<file path="config.mk">
export PLATFORM = sky130hd
export DESIGN_NAME = lcd_bus_scheduler
export DESIGN_NICKNAME = d
export VERILOG_FILES = /design/src/rtl/lcd_pkg.sv /design/src/rtl/lcd_out_reg.sv /design/src/rtl/lcd_bus_scheduler.sv
export SDC_FILE = /design/constraint.sdc
export NUM_CORES = 1
export LEC_CHECK = 0
export ABC_CLOCK_PERIOD_IN_PS = 2000
export BUFFER_PORTS_ARGS = -buffer_cell sky130_fd_sc_hd__buf_2
export CAP_MARGIN = 20
export CORE_UTILIZATION = 51
export CTS_CLUSTER_DIAMETER = 50
export DETAILED_ROUTE_END_ITERATION = 12
export PLACE_DENSITY = 0.84
export RECOVER_POWER = 100
export SETUP_SLACK_MARGIN = 0.02
export SLEW_MARGIN = 20
export SYNTH_ARGS = -nofsm -noshare
export SYNTH_HDL_FRONTEND = slang
export SYNTH_SLANG_ARGS = --single-unit
</file>
<file path="constraint.sdc">
create_clock -name clk -period 2 [get_ports clk]
set_input_delay 0 -clock clk [delete_from_list [all_inputs] [get_ports clk]]
set_output_delay 0 -clock clk [all_outputs]
set_load 0.01 [all_outputs]
</file>
<file path="src/rtl/lcd_pkg.sv">
// lcd_pkg: shared ILI9341 opcodes, scheduler states, bus byte type and window-byte lookup
package lcd_pkg;

    localparam logic [7:0] CASET = 8'h2A;
    localparam logic [7:0] PASET = 8'h2B;
    localparam logic [7:0] RAMWR = 8'h2C;
    localparam int WIN_LEN = 11;

    typedef enum logic [2:0] {IDLE, WIN, PIX_HI, PIX_LO, CMD} state_t;

    typedef struct packed {
        logic       rs;
        logic [7:0] data;
    } lcd_byte_t;

    // Window preamble: CASET 0,0,w-1 then PASET 0,0,h-1 then RAMWR
    function automatic lcd_byte_t win_byte(input logic [3:0] idx, input logic [15:0] w_m1,
                                           input logic [15:0] h_m1);
        case (idx)
            4'd0:    return '{1'b0, CASET};
            4'd3:    return '{1'b1, w_m1[15:8]};
            4'd4:    return '{1'b1, w_m1[7:0]};
            4'd5:    return '{1'b0, PASET};
            4'd8:    return '{1'b1, h_m1[15:8]};
            4'd9:    return '{1'b1, h_m1[7:0]};
            4'd10:   return '{1'b0, RAMWR};
            default: return '{1'b1, 8'h00};
        endcase
    endfunction

endpackage

</file>
<file path="src/rtl/lcd_out_reg.sv">
// lcd_out_reg: one-entry valid/ready holding register feeding the bus writer
//   load_o           register may take a new byte this cycle (empty or being accepted)
//   in_valid_i/data  byte offered by the scheduler
//   bus_*            valid/ready handshake toward the bus writer
module lcd_out_reg (
    input  logic       clk,
    input  logic       rst_n,
    output logic       load_o,
    input  logic       in_valid_i,
    input  logic [8:0] in_data_i,
    input  logic       bus_ready_i,
    output logic       bus_valid_o,
    output logic [8:0] bus_data_o
);

    logic       valid_q;
    logic [8:0] data_q;

    assign load_o      = !valid_q || bus_ready_i;
    assign bus_valid_o = valid_q;
    assign bus_data_o  = data_q;

    always_ff @(posedge clk or negedge rst_n) begin
        if (!rst_n) begin
            valid_q <= 1'b0;
            data_q  <= '0;
        end else if (load_o) begin
            valid_q <= in_valid_i;
            if (in_valid_i) data_q <= in_data_i;
        end
    end

endmodule

</file>
<file path="src/rtl/lcd_bus_scheduler.sv">
// lcd_bus_scheduler: serialises window preamble, RGB565 pixels and vblank CPU command groups onto the ILI9341 byte bus
//   enable/vblank         writer ready / between-frames level
//   pix_*                 pixel stream (pix_sof marks first pixel of a frame)
//   cmd_*                 {rs,byte} command stream, cmd_last closes an atomic group
//   bus_*                 {rs,byte} toward the bus writer
//   frame_done/sync_err   end-of-frame pulse, sticky SOF misalignment flag (err_clr clears)
module lcd_bus_scheduler
    import lcd_pkg::*;
#(
    parameter int SCREEN_W = 320,
    parameter int SCREEN_H = 240
) (
    input  logic        clk,
    input  logic        rst_n,
    input  logic        enable,
    input  logic        vblank,
    input  logic        pix_valid,
    output logic        pix_ready,
    input  logic [15:0] pix_data,
    input  logic        pix_sof,
    input  logic        cmd_valid,
    output logic        cmd_ready,
    input  logic [8:0]  cmd_data,
    input  logic        cmd_last,
    output logic        bus_valid,
    input  logic        bus_ready,
    output logic [8:0]  bus_data,
    output logic        frame_done,
    output logic        sync_err,
    input  logic        err_clr
);

    localparam int NPIX = SCREEN_W * SCREEN_H;
    localparam int CW = NPIX > 1 ? $clog2(NPIX) : 1;
    localparam logic [15:0] W_M1 = 16'(SCREEN_W - 1);
    localparam logic [15:0] H_M1 = 16'(SCREEN_H - 1);

    state_t          st_q, st_d;
    logic [3:0]      idx_q, idx_d;
    logic [CW-1:0]   cnt_q, cnt_d;
    logic [7:0]      lat_q, lat_d;
    logic            fd_q, fd_d, err_q, err_set;
    logic            ld, emit;
    lcd_byte_t       ob;

    lcd_out_reg u_out (
        .clk        (clk),
        .rst_n      (rst_n),
        .load_o     (ld),
        .in_valid_i (emit),
        .in_data_i  (ob),
        .bus_ready_i(bus_ready),
        .bus_valid_o(bus_valid),
        .bus_data_o (bus_data)
    );

    always_comb begin
        st_d      = st_q;
        idx_d     = idx_q;
        cnt_d     = cnt_q;
        lat_d     = lat_q;
        fd_d      = 1'b0;
        err_set   = 1'b0;
        emit      = 1'b0;
        ob        = '0;
        pix_ready = 1'b0;
        cmd_ready = 1'b0;
        case (st_q)
            IDLE: if (enable) begin
                if (vblank && cmd_valid) begin
                    st_d = CMD;
                end else if (pix_valid && pix_sof) begin
                    st_d  = WIN;
                    idx_d = '0;
                    cnt_d = '0;
                end else if (pix_valid && ld) begin
                    // stray mid-frame pixel with no frame open: drop it and flag
                    pix_ready = 1'b1;
                    err_set   = 1'b1;
                end
            end
            WIN: if (ld) begin
                emit  = 1'b1;
                ob    = win_byte(idx_q, W_M1, H_M1);
                idx_d = idx_q + 1'b1;
                if (idx_q == 4'(WIN_LEN - 1)) st_d = PIX_HI;
            end
            PIX_HI: if (pix_valid) begin
                if (pix_sof && cnt_q != '0) begin
                    // new frame started early: leave the SOF pixel pending and resync
                    err_set = 1'b1;
                    st_d    = WIN;
                    idx_d   = '0;
                    cnt_d   = '0;
                end else if (ld) begin
                    emit  = 1'b1;
                    ob    = '{1'b1, pix_data[15:8]};
                    lat_d = pix_data[7:0];
                    st_d  = PIX_LO;
                end
            end
            PIX_LO: if (ld) begin
                emit      = 1'b1;
                ob        = '{1'b1, lat_q};
                pix_ready = 1'b1;
                if (cnt_q == CW'(NPIX - 1)) begin
                    fd_d = 1'b1;
                    st_d = IDLE;
                end else begin
                    cnt_d = cnt_q + 1'b1;
                    st_d  = PIX_HI;
                end
            end
            CMD: if (cmd_valid && ld) begin
                emit      = 1'b1;
                ob        = cmd_data;
                cmd_ready = 1'b1;
                if (cmd_last) st_d = IDLE;
            end
            default: st_d = IDLE;
        endcase
    end

    always_ff @(posedge clk or negedge rst_n) begin
        if (!rst_n) begin
            st_q  <= IDLE;
            idx_q <= '0;
            cnt_q <= '0;
            lat_q <= '0;
            fd_q  <= 1'b0;
            err_q <= 1'b0;
        end else begin
            st_q  <= st_d;
            idx_q <= idx_d;
            cnt_q <= cnt_d;
            lat_q <= lat_d;
            fd_q  <= fd_d;
            err_q <= err_set || (err_q && !err_clr);
        end
    end

    assign frame_done = fd_q;
    assign sync_err   = err_q;

endmodule

</file>
==> impl_metrics.yaml <==
status:
  outcome: "finished clean"
critical_path:
  crit_path_top_delay_cell: "or3b_2"
  critPathMaxStageDelay_ps: 520
  cp-startpoint: "st_q[1]"
  cp_data_arrival_time_ps: 2220
  startpoint_type: "flop"
  r2r-start: "st_q[1]"
  cp_max_fo: 11
  critPathTopFamily: "simple AND/OR/NAND/NOR gates"
  crit_chain: "buf_4 -> or3b_2 -> or4_4 -> o211ai_1 -> mux2_4"
  worst-path-buf-inv: 1
  critPathRequiredTime_ps: 2250
  crit_type: "reg -> reg"
  worstSetupEndpointType: "flop"
floorplan:
  die_area_um2: 6010
  core_um2: 5510
  die_y_um: 77.5
  die_x_um: 77.5
  placement_rows: 27
  initial_core_util_pct: 52.9
  io_pins: 49
synth:
  async_flop_share_pct: 100
  synthMuxAreaShare_pct: 8.81
  yosys.area.top_type: "dfrtp_1"
  syn_avg_cell_area_um2: 9.57
  ys_top_cells_by_area: "dfrtp_1 38%, mux2_4 4.6%, o21ai_0 3.6%, mux2_2 3.5%, nand3_1 3.3%"
  syn-num-nets: 345
  netlist_instances: 304
  synth_edf_count: 0
  synth_top_flop_cell: "dfrtp_1"
  yosysWarnings: 0
  synth-simple-area-share_pct: 21.8
  synth_compound_area_share_pct: 23.9
  synth.top_cell.area_share_pct: 37.8
  synth_top_family_by_area: "compound AO/OA/AOI/OAI gates"
  ys_seq_area_share_pct: 37.8
  synth_fa_ha_area_share_pct: 2.58
  syn_area_um2: 2910
  yosys.cell_types.count: 63
  yosys_register_bits: 44
  synthXorXnorAreaFrac_pct: 0
power:
  p_leak_uw: 0.00168
  ir_worst_vdd_mv: 0.694
  fin_total_pwr_uw: 4600
  powerDensity_nw_per_um2: 1220
global_routing:
  overflow: 0
  antenna_found_initial: 0
  grt_use_total_pct: 27.5
  grt_max_degree: 45
  grt_pass1_wl_um: 13100
  grt_pass1_vias: 2702
clock_tree:
  cts_tree: "done"
  clockBufferDepth: 2
  path_clk_slew_ps: 90
  cts.sinks: 44
  cts_made_buffers: 5
  htree_levels: 2
  root_buffer: "clkbuf_8"
  clk-insertion-delay-late_ps: 300
sta:
  tightest_slew_ps: 1100
  setup_viol: 0
  finClkSkew_ps: 7.34
  fin_tns_setup_ps: 0
  slew_viol_final: 0
  rsz0062_at_grt: "true"
  hold_viol_final: 0
  period_share_pct: 98.6
  relSlewSlack_pct: 26.6
  fin_crit_ps: 1970
  fmax_mhz: 507
placement:
  portBuffers: 48
  place.gp.congestion: 0.888
  dpl.hpwl_um: 5500
detailed_routing:
  finalWirelength_um: 8300
  drc: 0
  routed_via_density: 6.33
  ant_nets: 0
  drtIter0Drc: 240
  via_count: 2930
  dr.pass1.iters: 5
  wl_per_cell_um: 17.9
final_layout:
  syn_to_final_growth_pct: 29.0
  antennaDiodeCount: 0
  drive_above_1_share_pct: 35.8
  finalNetCount: 431
job:
  maxCapViolCount: 0
worst_hold_path:
  hold_class: "in -> reg"
  hold_path_startpoint: "err_clr"
==> through the flow <==
| stage | cells | hold slack, ps | setup WS, ps | util, % | cell area, µm² |
|---|---|---|---|---|---|
| global placement | 439 | -6.57 | 20.8 | 62.7 | 3450 |
| global route | 463 | 22.7 | 4.56 | 68.2 | 3750 |
| finish | 463 | 19.4 | 28.5 | 68.2 | 3750 |
| detailed placement | 439 | -3.36 | -9.50 | 62.7 | 3450 |
| CTS | 459 | 21.4 | 6.70 | 66.9 | 3690 |
| floorplan | 304 | -296 | 36.4 | - | 2920 |
==> area by class of cell <==
cell class / instances / area, µm²
Timing Repair Buffer: 97 / 643
Sequential cell: 44 / 1110
Clock buffer: 6 / 82.6
Multi-Input combinational cell: 225 / 1730
Fill cell: 416 / 1750
Tap cell: 72 / 90.1
Clock inverter: 2 / 38.8
Inverter: 17 / 63.8
==> routing by layer <==
layer	track usage [%]	vias to the layer above	routed length [µm]
met5	0	-	0
met1	38.5	1395	3450
met2	43.8	172	3970
met3	4.12	36	568
met4	8.49	0	309
li1	-	1327	-
==> what timing repair did <==
item / CTS / global route
setup endpoints to repair: 9 / 37
hold endpoints to repair: 52 / 0
pin swaps: 1 / 9
resized for setup: 1 / 25
buffers inserted: 3 / 4
hold buffers: 9 / 0
==> power by group <==
part | internal, µW | switching (µW)
combinational | 1200 | 1390
sequential | 1120 | 167
clock | 409 | 318
total | 2720 | 1880
==> worst reg2reg max path: stages, from the launching register on <==
cell and delay, ps:
dfrtp_1 420, buf_4 190, or3b_2 520, or4_4 460, o211ai_1 150, mux2_4 190
==> state kept, by name, summed over array words and instances (netlist names) <==
name / count
cnt_q: 17
frame_done: 1
idx_q: 4
lat_q: 8
st_q: 3
sync_err: 1
u_out.bus_data_o: 9
u_out.bus_valid_o: 1
==> cells in the mapped netlist, types with 3 or more instances <==
master,number
o211ai_1,8
a31oi_1,5
nor3b_1,3
inv_1,17
and3b_1,3
mux2_4,9
ha_1,6
or4_1,8
mux2_2,9
nand3_1,19
a22o_1,4
o21a_1,4
nor2_1,12
nor3_1,8
nand4_1,6
buf_2,6
nand2_1,23
clkbuf_1,6
nand2b_1,4
a21oi_1,8
o21ai_0,21
a21o_1,3
and3_1,5
a221o_1,3
a211o_1,3
o31ai_1,4
dfrtp_1,44
a2bb2oi_1,3
a22oi_1,5
==> kinds of logic after synthesis <==
kind of cell               count (synthesis)
and+or+nand+nor                          106
AOI/OAI and AO/OA                         93
DFF                                       44
buffers and inverters                     35
muxes                                     20
adders and majority gates                  6
==> final timing paths <==
check	end	slack, ps	depth (start not counted)
setup / recovery	u_out.bus_data_o[7]	30	5
hold / removal	sync_err	20	3
setup reg to reg	u_out.bus_data_o[7]	30	5
hold reg to reg	lat_q[2]	510	1
max in group asynchronous	cnt_q[4]	740	3
min in group asynchronous	u_out.bus_data_o[7]	510	3
==> cell usage in the layout (no fill, tap or decap), types with 4 or more instances in the layout <==
master         count
a21oi_1            8
or4_1              7
a31oi_1            5
o21ai_0           19
nand2b_1           4
dfrtp_2            4
nand4_1            6
o211ai_1           8
nor2_1            12
nor3_1             6
mux2_2             9
inv_1             15
o31ai_1            4
a22oi_1            5
clkbuf_8           6
clkbuf_1          12
and3_1             5
dlygate4sd3_1      9
a22o_1             4
buf_2             37
nand3_1           19
o21ai_2            4
mux2_4             9
buf_4             34
nand2_1           22
dfrtp_1           40
No activity file was read; power rests on OpenSTA's default activity.
